## src/rtl/wb4_fifo_pkg.sv

```systemverilog
// Shared definitions for the Wishbone-style synchronous FIFO: status bit
// positions inside the registered status vector and the level-width helper.
package wb4_fifo_pkg;

  localparam int STAT_FULL   = 0;
  localparam int STAT_EMPTY  = 1;
  localparam int STAT_AFULL  = 2;
  localparam int STAT_AEMPTY = 3;
  localparam int STAT_W      = 4;

  // One extra bit so the level can represent a completely full FIFO.
  function automatic int lvl_w(input int depth);
    return $clog2(depth) + 1;
  endfunction

endpackage

```

## src/rtl/generic_sbram.sv

```systemverilog
// Simple dual-port block RAM: one write port, one registered read port with
// read enable; the output register holds its value between reads.
module generic_sbram #(
  parameter int DATA_W = 8,
  parameter int ADDR_W = 7
) (
  input  logic              clk,
  input  logic              rst_n,
  input  logic              we,
  input  logic [ADDR_W-1:0] waddr,
  input  logic [DATA_W-1:0] wdata,
  input  logic              re,
  input  logic [ADDR_W-1:0] raddr,
  output logic [DATA_W-1:0] rdata
);

  logic [DATA_W-1:0] mem [1 << ADDR_W];

  always_ff @(posedge clk) begin
    if (we) mem[waddr] <= wdata;
  end

  // Output register is the only part with a reset; the array is left as-is.
  always_ff @(posedge clk or negedge rst_n) begin
    if (!rst_n)  rdata <= '0;
    else if (re) rdata <= mem[raddr];
  end

endmodule

```

## src/rtl/wb4_sync_fifo_lvl.sv

```systemverilog
// Synchronous FIFO with pipelined Wishbone-style write and read slaves.
// Full/empty and watermarks are registered from the next-state level count.
module wb4_sync_fifo_lvl
  import wb4_fifo_pkg::*;
#(
  parameter int P_DATA_MSB = 7,
  parameter int P_DEPTH    = 128,
  parameter int P_AFULL    = P_DEPTH - 4,
  parameter int P_AEMPTY   = 4,
  parameter int P_USE_BRAM = 1
) (
  input  logic                      i_clk,
  input  logic                      i_rst_n,
  input  logic                      i_clear,
  input  logic                      i_wb4_in_scyc,
  input  logic                      i_wb4_in_sstb,
  input  logic [P_DATA_MSB:0]       i_wb4_in_sdata,
  output logic                      o_wb4_in_sack,
  output logic                      o_wb4_in_sstall,
  input  logic                      i_wb4_out_scyc,
  input  logic                      i_wb4_out_sstb,
  output logic                      o_wb4_out_sack,
  output logic [P_DATA_MSB:0]       o_wb4_out_sdata,
  output logic                      o_wb4_out_sstall,
  output logic [$clog2(P_DEPTH):0]  o_level,
  output logic                      o_almost_full,
  output logic                      o_almost_empty
);

  localparam int AW = $clog2(P_DEPTH);
  localparam int LW = lvl_w(P_DEPTH);
  localparam logic [STAT_W-1:0] STAT_RST = STAT_W'((1 << STAT_EMPTY) | (1 << STAT_AEMPTY));

  logic [AW-1:0]       wr_ptr, rd_ptr;
  logic [LW-1:0]       level, level_nxt;
  logic [STAT_W-1:0]   status, status_nxt;
  logic                wr_acc, rd_acc;
  logic                in_ack_p1, out_ack_p1;
  logic [P_DATA_MSB:0] rd_data_p1;

  assign wr_acc = i_wb4_in_scyc & i_wb4_in_sstb & ~status[STAT_FULL] & ~i_clear;
  assign rd_acc = i_wb4_out_scyc & i_wb4_out_sstb & ~status[STAT_EMPTY] & ~i_clear;

  always_comb begin
    level_nxt = level;
    if (i_clear)                level_nxt = '0;
    else if (wr_acc && !rd_acc) level_nxt = level + LW'(1);
    else if (rd_acc && !wr_acc) level_nxt = level - LW'(1);

    status_nxt              = '0;
    status_nxt[STAT_FULL]   = (level_nxt == LW'(P_DEPTH));
    status_nxt[STAT_EMPTY]  = (level_nxt == '0);
    status_nxt[STAT_AFULL]  = (level_nxt >= LW'(P_AFULL));
    status_nxt[STAT_AEMPTY] = (level_nxt <= LW'(P_AEMPTY));
  end

  // Stage p0 -> p1: pointers, level, status and acks register together.
  always_ff @(posedge i_clk or negedge i_rst_n) begin
    if (!i_rst_n) begin
      wr_ptr     <= '0;
      rd_ptr     <= '0;
      level      <= '0;
      status     <= STAT_RST;
      in_ack_p1  <= 1'b0;
      out_ack_p1 <= 1'b0;
    end else begin
      level      <= level_nxt;
      status     <= status_nxt;
      in_ack_p1  <= wr_acc;
      out_ack_p1 <= rd_acc;
      if (i_clear) begin
        wr_ptr <= '0;
        rd_ptr <= '0;
      end else begin
        if (wr_acc) wr_ptr <= wr_ptr + AW'(1);
        if (rd_acc) rd_ptr <= rd_ptr + AW'(1);
      end
    end
  end

  // Both storage styles share the same one-cycle registered read timing.
  generate
    if (P_USE_BRAM == 1) begin : g_bram
      generic_sbram #(
        .DATA_W(P_DATA_MSB + 1),
        .ADDR_W(AW)
      ) u_ram (
        .clk  (i_clk),
        .rst_n(i_rst_n),
        .we   (wr_acc),
        .waddr(wr_ptr),
        .wdata(i_wb4_in_sdata),
        .re   (rd_acc),
        .raddr(rd_ptr),
        .rdata(rd_data_p1)
      );
    end else begin : g_lut
      logic [P_DATA_MSB:0] mem [P_DEPTH];

      always_ff @(posedge i_clk) begin
        if (wr_acc) mem[wr_ptr] <= i_wb4_in_sdata;
      end

      always_ff @(posedge i_clk or negedge i_rst_n) begin
        if (!i_rst_n)    rd_data_p1 <= '0;
        else if (rd_acc) rd_data_p1 <= mem[rd_ptr];
      end
    end
  endgenerate

  assign o_wb4_in_sack    = in_ack_p1;
  assign o_wb4_out_sack   = out_ack_p1;
  assign o_wb4_out_sdata  = rd_data_p1;
  assign o_wb4_in_sstall  = status[STAT_FULL];
  assign o_wb4_out_sstall = status[STAT_EMPTY];
  assign o_almost_full    = status[STAT_AFULL];
  assign o_almost_empty   = status[STAT_AEMPTY];
  assign o_level          = level;

endmodule

```

## config.mk

```make
export PLATFORM = sky130hd
export DESIGN_NAME = wb4_sync_fifo_lvl
export DESIGN_NICKNAME = d
export VERILOG_FILES = /design/src/rtl/wb4_fifo_pkg.sv /design/src/rtl/generic_sbram.sv /design/src/rtl/wb4_sync_fifo_lvl.sv
export SDC_FILE = /design/constraint.sdc
export NUM_CORES = 1
export LEC_CHECK = 0
export CORE_MARGIN = 1.5
export CORE_UTILIZATION = 30
export CTS_CLUSTER_SIZE = 24
export DETAILED_ROUTE_END_ITERATION = 6
export GPL_TIMING_DRIVEN = 0
export PLACE_DENSITY = 0.53
export SYNTH_ARGS = -nofsm -noshare
export SYNTH_HDL_FRONTEND = slang
export SYNTH_SLANG_ARGS = --single-unit
```

## constraint.sdc

```tcl
create_clock -name i_clk -period 5.85 [get_ports i_clk]
set_input_delay 1.17 -clock i_clk [delete_from_list [all_inputs] [get_ports i_clk]]
set_output_delay 1.17 -clock i_clk [all_outputs]
set_load 0.005 [all_outputs]
```

==> flow_summary.html <==
<table>
<tr><th>Metric</th><th>Value</th></tr>
<tr><th colspan="2">Run status</th></tr>
<tr><td>Violations in the final reports</td><td>capacitance limit</td></tr>
<tr><td>Outcome</td><td>finished, violations left</td></tr>
<tr><th colspan="2">Global routing</th></tr>
<tr><td>GRT Util Overall</td><td>0.173</td></tr>
<tr><td>Antenna violations before repair</td><td>5</td></tr>
<tr><td>Pin count of the biggest net entering global routing</td><td>80</td></tr>
<tr><td>First-pass GRT wire length</td><td>approximately 170,000 um</td></tr>
<tr><td>Number of global-route vias before repair</td><td>approximately 21,000</td></tr>
<tr><td>Global route overflow</td><td>0</td></tr>
<tr><th colspan="2">Drt</th></tr>
<tr><td>Number of detailed-route iterations in the first pass</td><td>6</td></tr>
<tr><td>Remaining DRCs</td><td>0</td></tr>
<tr><td>Total wirelength of the detailed-routed design</td><td>123,000 um</td></tr>
<tr><td>Via total after detailed routing</td><td>21,500</td></tr>
<tr><td>DR WL/cell</td><td>around 31 um</td></tr>
<tr><td>1st-iter DRT viols</td><td>~2,800</td></tr>
<tr><td>Vias per std cell</td><td>~5.3</td></tr>
<tr><td>Post-route antenna net violation count</td><td>0</td></tr>
<tr><th colspan="2">Critical path</th></tr>
<tr><td>WP data required</td><td>roughly 6.4 ns</td></tr>
<tr><td>WP buf/inv</td><td>3</td></tr>
<tr><td>Slowest Stage Delay on Critical Path</td><td>approximately 1.2 ns</td></tr>
<tr><td>Critical Path Slowest Stage Cell</td><td>a2111oi_0</td></tr>
<tr><td>Biggest fanout along the worst timing path</td><td>10</td></tr>
<tr><td>Startpoint class of the critical path</td><td>flop</td></tr>
<tr><td>CP top delay family</td><td>buffers and inverters</td></tr>
<tr><td>Most prevalent standard cell on the critical path</td><td>a211oi_1</td></tr>
<tr><td>Arrival time reported for the critical path endpoint</td><td>about 5.2 ns</td></tr>
<tr><td>Class of the most critical setup path</td><td>reg2reg</td></tr>
<tr><td>Cell Chain, Critical Path</td><td>inv_2 -&gt; buf_2 -&gt; clkbuf_1 -&gt; a211oi_1 -&gt; a2111oi_0 -&gt; a311oi_1 -&gt; a211oi_1</td></tr>
<tr><td>Worst setup EP type</td><td>flop</td></tr>
<tr><th colspan="2">Die</th></tr>
<tr><td>Core box area</td><td>138,000 sq um</td></tr>
<tr><td>Effective utilization at floorplan</td><td>0.303</td></tr>
<tr><td>Horizontal extent of the die</td><td>about 380 um</td></tr>
<tr><td>Top Ports</td><td>37</td></tr>
<tr><td>Number of standard-cell rows in the floorplan</td><td>~140</td></tr>
<tr><td>Total Die Area</td><td>141,000 sq um</td></tr>
<tr><td>Die Y</td><td>roughly 380 um</td></tr>
<tr><th colspan="2">Timing</th></tr>
<tr><td>Setup TNS Final</td><td>0 ns</td></tr>
<tr><td>RSZ-0062 raised after global routing</td><td>no</td></tr>
<tr><td>Smallest setup slack after layout</td><td>1.21 ns</td></tr>
<tr><td>Period utilisation layout</td><td>0.794</td></tr>
<tr><td>Slew @ Worst Pin</td><td>1.45 ns</td></tr>
<tr><td>Max frequency</td><td>215 MHz</td></tr>
<tr><td>Slew margin rel.</td><td>0.00829</td></tr>
<tr><td>Number of failing hold endpoints at the final stage</td><td>0</td></tr>
<tr><td>Worst Skew</td><td>between 0.02 and 0.03 ns</td></tr>
<tr><td>Count of final setup violators</td><td>0</td></tr>
<tr><td>Post-route minimum period</td><td>~4.6 ns</td></tr>
<tr><td>Final number of max-transition violations</td><td>0</td></tr>
<tr><th colspan="2">CTS</th></tr>
<tr><td>Clock edge transition at the registers on the reported setup and hold paths</td><td>around 0.07 ns</td></tr>
<tr><td>H-tree depth</td><td>3</td></tr>
<tr><td>Clock latency reported for the late side of the worst-skew pair</td><td>approximately 0.7 ns</td></tr>
<tr><td>Root cell of the clock tree</td><td>clkbuf_16</td></tr>
<tr><td>CTS tree</td><td>built</td></tr>
<tr><td>Setup Buffers After CTS</td><td>0</td></tr>
<tr><td>Buffers from clock root to sink, at most</td><td>3</td></tr>
<tr><td>Post-CTS Hold Fix Bufs</td><td>0</td></tr>
<tr><td>Number of buffers inserted during clock tree synthesis</td><td>~110</td></tr>
<tr><td>Number of sinks driven by the clock tree</td><td>1,060</td></tr>
<tr><td>Post-CTS sizing</td><td>0</td></tr>
<tr><th colspan="2">Placement</th></tr>
<tr><td>Post-place setup slack</td><td>0.632 ns</td></tr>
<tr><td>Placed instance area</td><td>around 44,000 sq um</td></tr>
<tr><td># port buffers</td><td>35</td></tr>
<tr><td>HPWL reported at the end of detailed placement</td><td>between 80,000 and 90,000 um</td></tr>
<tr><td>RePlAce Congestion</td><td>0.885</td></tr>
<tr><th colspan="2">Synthesis</th></tr>
<tr><td>Nets in the synthesized netlist</td><td>2,015</td></tr>
<tr><td>Register area share after synthesis</td><td>0.760</td></tr>
<tr><td>Yosys warnings</td><td>0</td></tr>
<tr><td>Synthesized area per cell</td><td>20.9 sq um</td></tr>
<tr><td>Mapped Cells</td><td>around 2,000</td></tr>
<tr><td>Primary FF master, synth</td><td>edfxtp_1</td></tr>
<tr><td>Number of distinct library cells after synthesis</td><td>67</td></tr>
<tr><td>Post-synthesis sequential element count</td><td>1,060</td></tr>
<tr><td>Post-synth EDFFs</td><td>1,024</td></tr>
<tr><td>Area of the mapped netlist</td><td>41,600 sq um</td></tr>
<tr><td>Share of synthesized registers carrying an async set or reset</td><td>0.0340</td></tr>
<tr><th colspan="2">Final layout</th></tr>
<tr><td>Filler Cell Count</td><td>roughly 13,000</td></tr>
<tr><td>Final layout net count</td><td>2,171</td></tr>
<tr><td>Most frequent cells in the layout</td><td>edfxtp_1, mux4_2, nor2_1</td></tr>
<tr><td>Area Overhead vs Synth</td><td>15.1%</td></tr>
<tr><td>Most common cell after layout, fill and taps aside</td><td>edfxtp_1</td></tr>
<tr><td>Fraction of final layout cells with drive strength greater than 1</td><td>0.217</td></tr>
<tr><td>Final instance area</td><td>around 48,000 sq um</td></tr>
<tr><th colspan="2">Run</th></tr>
<tr><td># Max-Cap Violations</td><td>1</td></tr>
<tr><th colspan="2">Power and ir drop</th></tr>
<tr><td>Leakage power summed over all cells</td><td>about 15 nW</td></tr>
<tr><td>IR drop worst, VDD</td><td>239 uV</td></tr>
<tr><td>Pwr Density</td><td>~350 nW/um^2</td></tr>
<tr><th colspan="2">Hold path</th></tr>
<tr><td>Worst min-delay path class</td><td>reg2reg</td></tr>
</table>
-- cells by family after synthesis --
| group | count (synthesis) | share of synthesized area |
|---|---|---|
| DFF | 1060 | 0.760 |
| buffers and inverters | 119 | 0.0167 |
| AOI/OAI and AO/OA | 146 | 0.0250 |
| xor gates and xnor gates | 17 | 0.00357 |
| muxes | 327 | 0.159 |
| adders and majority gates | 4 | 0.00120 |
| and+or+nand+nor | 323 | 0.0350 |
-- cell usage after synthesis, drive strengths merged, types with 9 or more instances --
cell,number,area (sq um)
a2111oi,10,87.6
a211oi,16,120
a21oi,20,100
a221oi,13,126
and2,12,75.1
buf,67,499
clkbuf,41,154
dfrtp,34,851
edfxtp,1024,30700
inv,9,33.8
mux2i,62,621
mux4,260,5930
nand2,51,191
nand3,17,85.1
nor2,172,646
nor2b,17,106
nor3,9,45.0
nor4,11,68.8
o21ai,25,125
o22ai,18,113
xnor2,10,87.6
-- sequential cells by signal, summed over array words and instances, names as in the netlist --
signal and cells:
status 4, g_bram.u_ram.mem 1024, rd_ptr 7, o_wb4_out_sack 1, o_level 8, wr_ptr 7, g_bram.u_ram.rdata 8, o_wb4_in_sack 1
-- cell type report --
type / instances / area (sq um) / area share
Sequential cell: 1060 / 31700 / 0.660
Multi-Input combinational cell: 817 / 9300 / 0.194
Clock buffer: 135 / 2870 / 0.0598
Tap cell: 1794 / 2240 / 0.0468
Buffer: 108 / 657 / 0.0137
Clock inverter: 59 / 624 / 0.0130
Timing Repair Buffer: 43 / 546 / 0.0114
Inverter: 11 / 41.3 / 0.000861
Antenna cell: 1 / 2.50 / 0.0000522
-- metrics by stage --
step | power (mW) | std cells | utilization | hold slack (ns)
after floorplan | 9.23 | 1996 | - | 0.473
after detailed placement | 9.86 | 3833 | 0.323 | 0.587
after global placement | 9.87 | 3825 | 0.321 | 0.586
final | 16.6 | 4028 | 0.348 | 0.608
after CTS | 16.7 | 4027 | 0.348 | 0.600
after global routing | 17.0 | 4027 | 0.348 | 0.610
-- metal layers --
metal,global-route usage,share of wire,vias to the layer above
li1,-,-,8610
met1,0.236,0.42,11600
met2,0.279,0.47,1113
met3,0.0400,0.086,188
met4,0.0407,0.024,2
met5,0,0.00011,-
-- worst register-to-register path, cell delays in order, from the launching register on --
cell	delay [ns]
dfrtp_1	0.46
inv_2	0.40
buf_2	0.71
clkbuf_1	1.01
a211oi_1	0.34
a2111oi_0	1.21
a311oi_1	0.10
a211oi_1	0.31
-- report_power, final --
| part | internal, mW | total (mW) | switching [mW] |
|---|---|---|---|
| logic | 0.533 | 1.25 | 0.716 |
| clock network | 3.99 | 6.89 | 2.90 |
| registers | 8.37 | 8.45 | 0.0787 |
| total | 12.9 | 16.6 | 3.69 |
-- worst paths after layout --
| kind | end | cells after the start | startpoint | slack [ns] |
|---|---|---|---|---|
| worst min register to register | rd_ptr[6] | 2 | rd_ptr[6] | 0.61 |
| max in group asynchronous | g_bram.u_ram.rdata[4] | 1 | i_rst_n | 4.63 |
| worst min-delay path | rd_ptr[6] | 2 | rd_ptr[6] | 0.61 |
| min in group asynchronous | o_level[5] | 1 | i_rst_n | 0.63 |
| worst max-delay path | g_bram.u_ram.rdata[3] | 7 | rd_ptr[2] | 1.21 |
| worst max register to register | g_bram.u_ram.rdata[3] | 7 | rd_ptr[2] | 1.21 |
Power figures use the tool's default switching activity.
==> edit, RTL diff (same settings) <==
Set the parameter `P_DEPTH` to 64 (it was 128).
--- a/src/rtl/wb4_sync_fifo_lvl.sv
+++ b/src/rtl/wb4_sync_fifo_lvl.sv
@@ -6,3 +6,3 @@
   parameter int P_DATA_MSB = 7,
-  parameter int P_DEPTH    = 128,
+  parameter int P_DEPTH    = 64,
   parameter int P_AFULL    = P_DEPTH - 4,
Ports: changed (resized o_level); port bits go from 37 to 36. No check against the original RTL was run, so the function may have changed too.
==> edit against the original RTL <==
  * Hold slack better by 9.9 ps
  * Area after synthesis is 48% lower
  * Routed wire length is 57% lower
  * Total power is 50% lower
  * Worst setup slack better by 720 ps
  * Non-clock buffer count is 43 lower
  * Critical path type is now input pin to flop
  * Count of clock-buffer cells in the layout is 65 lower
  * Combinational power is 54% lower
  * Sequential cell count is 515 lower
  * First-iteration DRC count is 67% lower
  * Final area is 48% lower
==> edit: results <==
export IMPL_cts_buffers=56
export IMPL_finalWirelength_mm=53.3
export IMPL_syn_area_per_cell_um2=18.6
export IMPL_ys_top_cells_by_count="edfxtp_1 (512), mux2i_1 (146), nor2_1 (92)"
export IMPL_largest_register_ffs=512
export IMPL_grt_pass1_wl_mm=78.3
export IMPL_p_leak_nw=7.62
export IMPL_grt_pass1_vias=11300
export IMPL_async_flop_share_pct=6.06
export IMPL_grtUsageTotal_pct=14.5
export IMPL_yosys_register_bits=545
export IMPL_clock_skew_ps=10.6
export IMPL_vias=11000
export IMPL_tightest_slew_ps=912
export IMPL_drtPass1Iterations=5
export IMPL_drt_iter0_drc=920
export IMPL_run_status="completed"
export IMPL_ctsResizeCount=0
export IMPL_synth_nets=1183
export IMPL_finalNetCount=1284
export IMPL_hp_class="flop to flop"
export IMPL_hold_start="rd_ptr[5]"
export IMPL_antenna_found_initial=0
export IMPL_n_fill_cell=6671
export IMPL_ys_seq_area_share_pct=74.8
export IMPL_synth_edf_count=512
export IMPL_grt_max_degree=46
export IMPL_drive_above_1_share_pct=17.5
export IMPL_clk_latency_ps=600
export IMPL_vdd_ir_drop_max_mv=0.243
export IMPL_worstPathArrival_ps=4140
export IMPL_pre_cts_slack_ps=1350
export IMPL_critPathLaunch="i_clear"
export IMPL_htreeDepth=2
export IMPL_gp_congestion=0.877
export IMPL_synth_cell_types=49
export IMPL_switching_share_pct=22.1
==> edit: cell types whose count changed after synthesis, moves of 25 or more <==
cell      unedited run  this run
nand2_1             51        26
mux4_2             241        72
nor2_1             172        92
a22oi_1              5        72
mux2i_1             62       146
clkbuf_1            41        10
edfxtp_1          1024       512
==> edit: cells by family after synthesis <==
family	Yosys count	share of synthesized area, %
AOI/OAI and AO/OA	106	3.52
xor gates and xnor gates	12	0.485
adders and majority gates	4	0.231
buffers and inverters	73	2.15
DFF	545	74.8
muxes	219	14.3
and+or+nand+nor	205	4.56
==> edit: area by class of cell <==
type | instances | area (um2) | area share [%]
Inverter | 8 | 30.0 | 0.120
Multi-Input combinational cell | 546 | 5000 | 20.0
Sequential cell | 545 | 16200 | 64.7
Timing Repair Buffer | 43 | 465 | 1.86
Clock inverter | 29 | 223 | 0.889
Clock buffer | 70 | 1500 | 5.97
Buffer | 65 | 435 | 1.74
Tap cell | 950 | 1190 | 4.75
==> edit: power groups by stage <==
| stage | clock (mW) | sequential, mW | combinational [mW] |
|---|---|---|---|
| after floorplan | 0 | 4.43 | 0.291 |
| after global placement | 0 | 4.48 | 0.558 |
| after detailed placement | 0 | 4.47 | 0.577 |
| after CTS | 3.45 | 4.39 | 0.578 |
| after global routing | 3.60 | 4.39 | 0.614 |
| final | 3.39 | 4.39 | 0.569 |
==> edit: layer usage <==
| metal | vias to the layer above | track usage [%] | wire [um] |
|---|---|---|---|
| li1 | 4880 | - | - |
| met1 | 5704 | 19.2 | 22900 |
| met2 | 301 | 24.2 | 26200 |
| met3 | 94 | 2.41 | 2500 |
| met4 | 0 | 5.31 | 1760 |
| met5 | - | 0 | 0 |
==> edit: final timing paths <==
| check | endpoint | slack, ps | cells past startpoint |
|---|---|---|---|
| hold / removal | rd_ptr[5] | 620 | 2 |
| hold reg to reg | rd_ptr[5] | 620 | 2 |
| setup reg to reg | g_bram.u_ram.mem[43][1] | 2630 | 4 |
| max in group asynchronous | g_bram.u_ram.rdata[2] | 4670 | 1 |
| min in group asynchronous | status[0] | 650 | 1 |
| setup / recovery | g_bram.u_ram.mem[43][1] | 1930 | 5 |
==> edit: worst max-delay path: stages <==
cell,delay (ps)
clkdlybuf4s50_1,540
clkbuf_1,330
nor3_1,470
nand3_1,690
nor2_1,940
==> edit: metrics by stage <==
step / cell area, um2 / total power, mW
6_report: 25000 / 8.34
5_1_grt: 25000 / 8.60
4_1_cts: 25000 / 8.41
3_5_place_dp: 23300 / 5.04
3_3_place_gp: 23200 / 5.04
2_1_floorplan: 21700 / 4.72
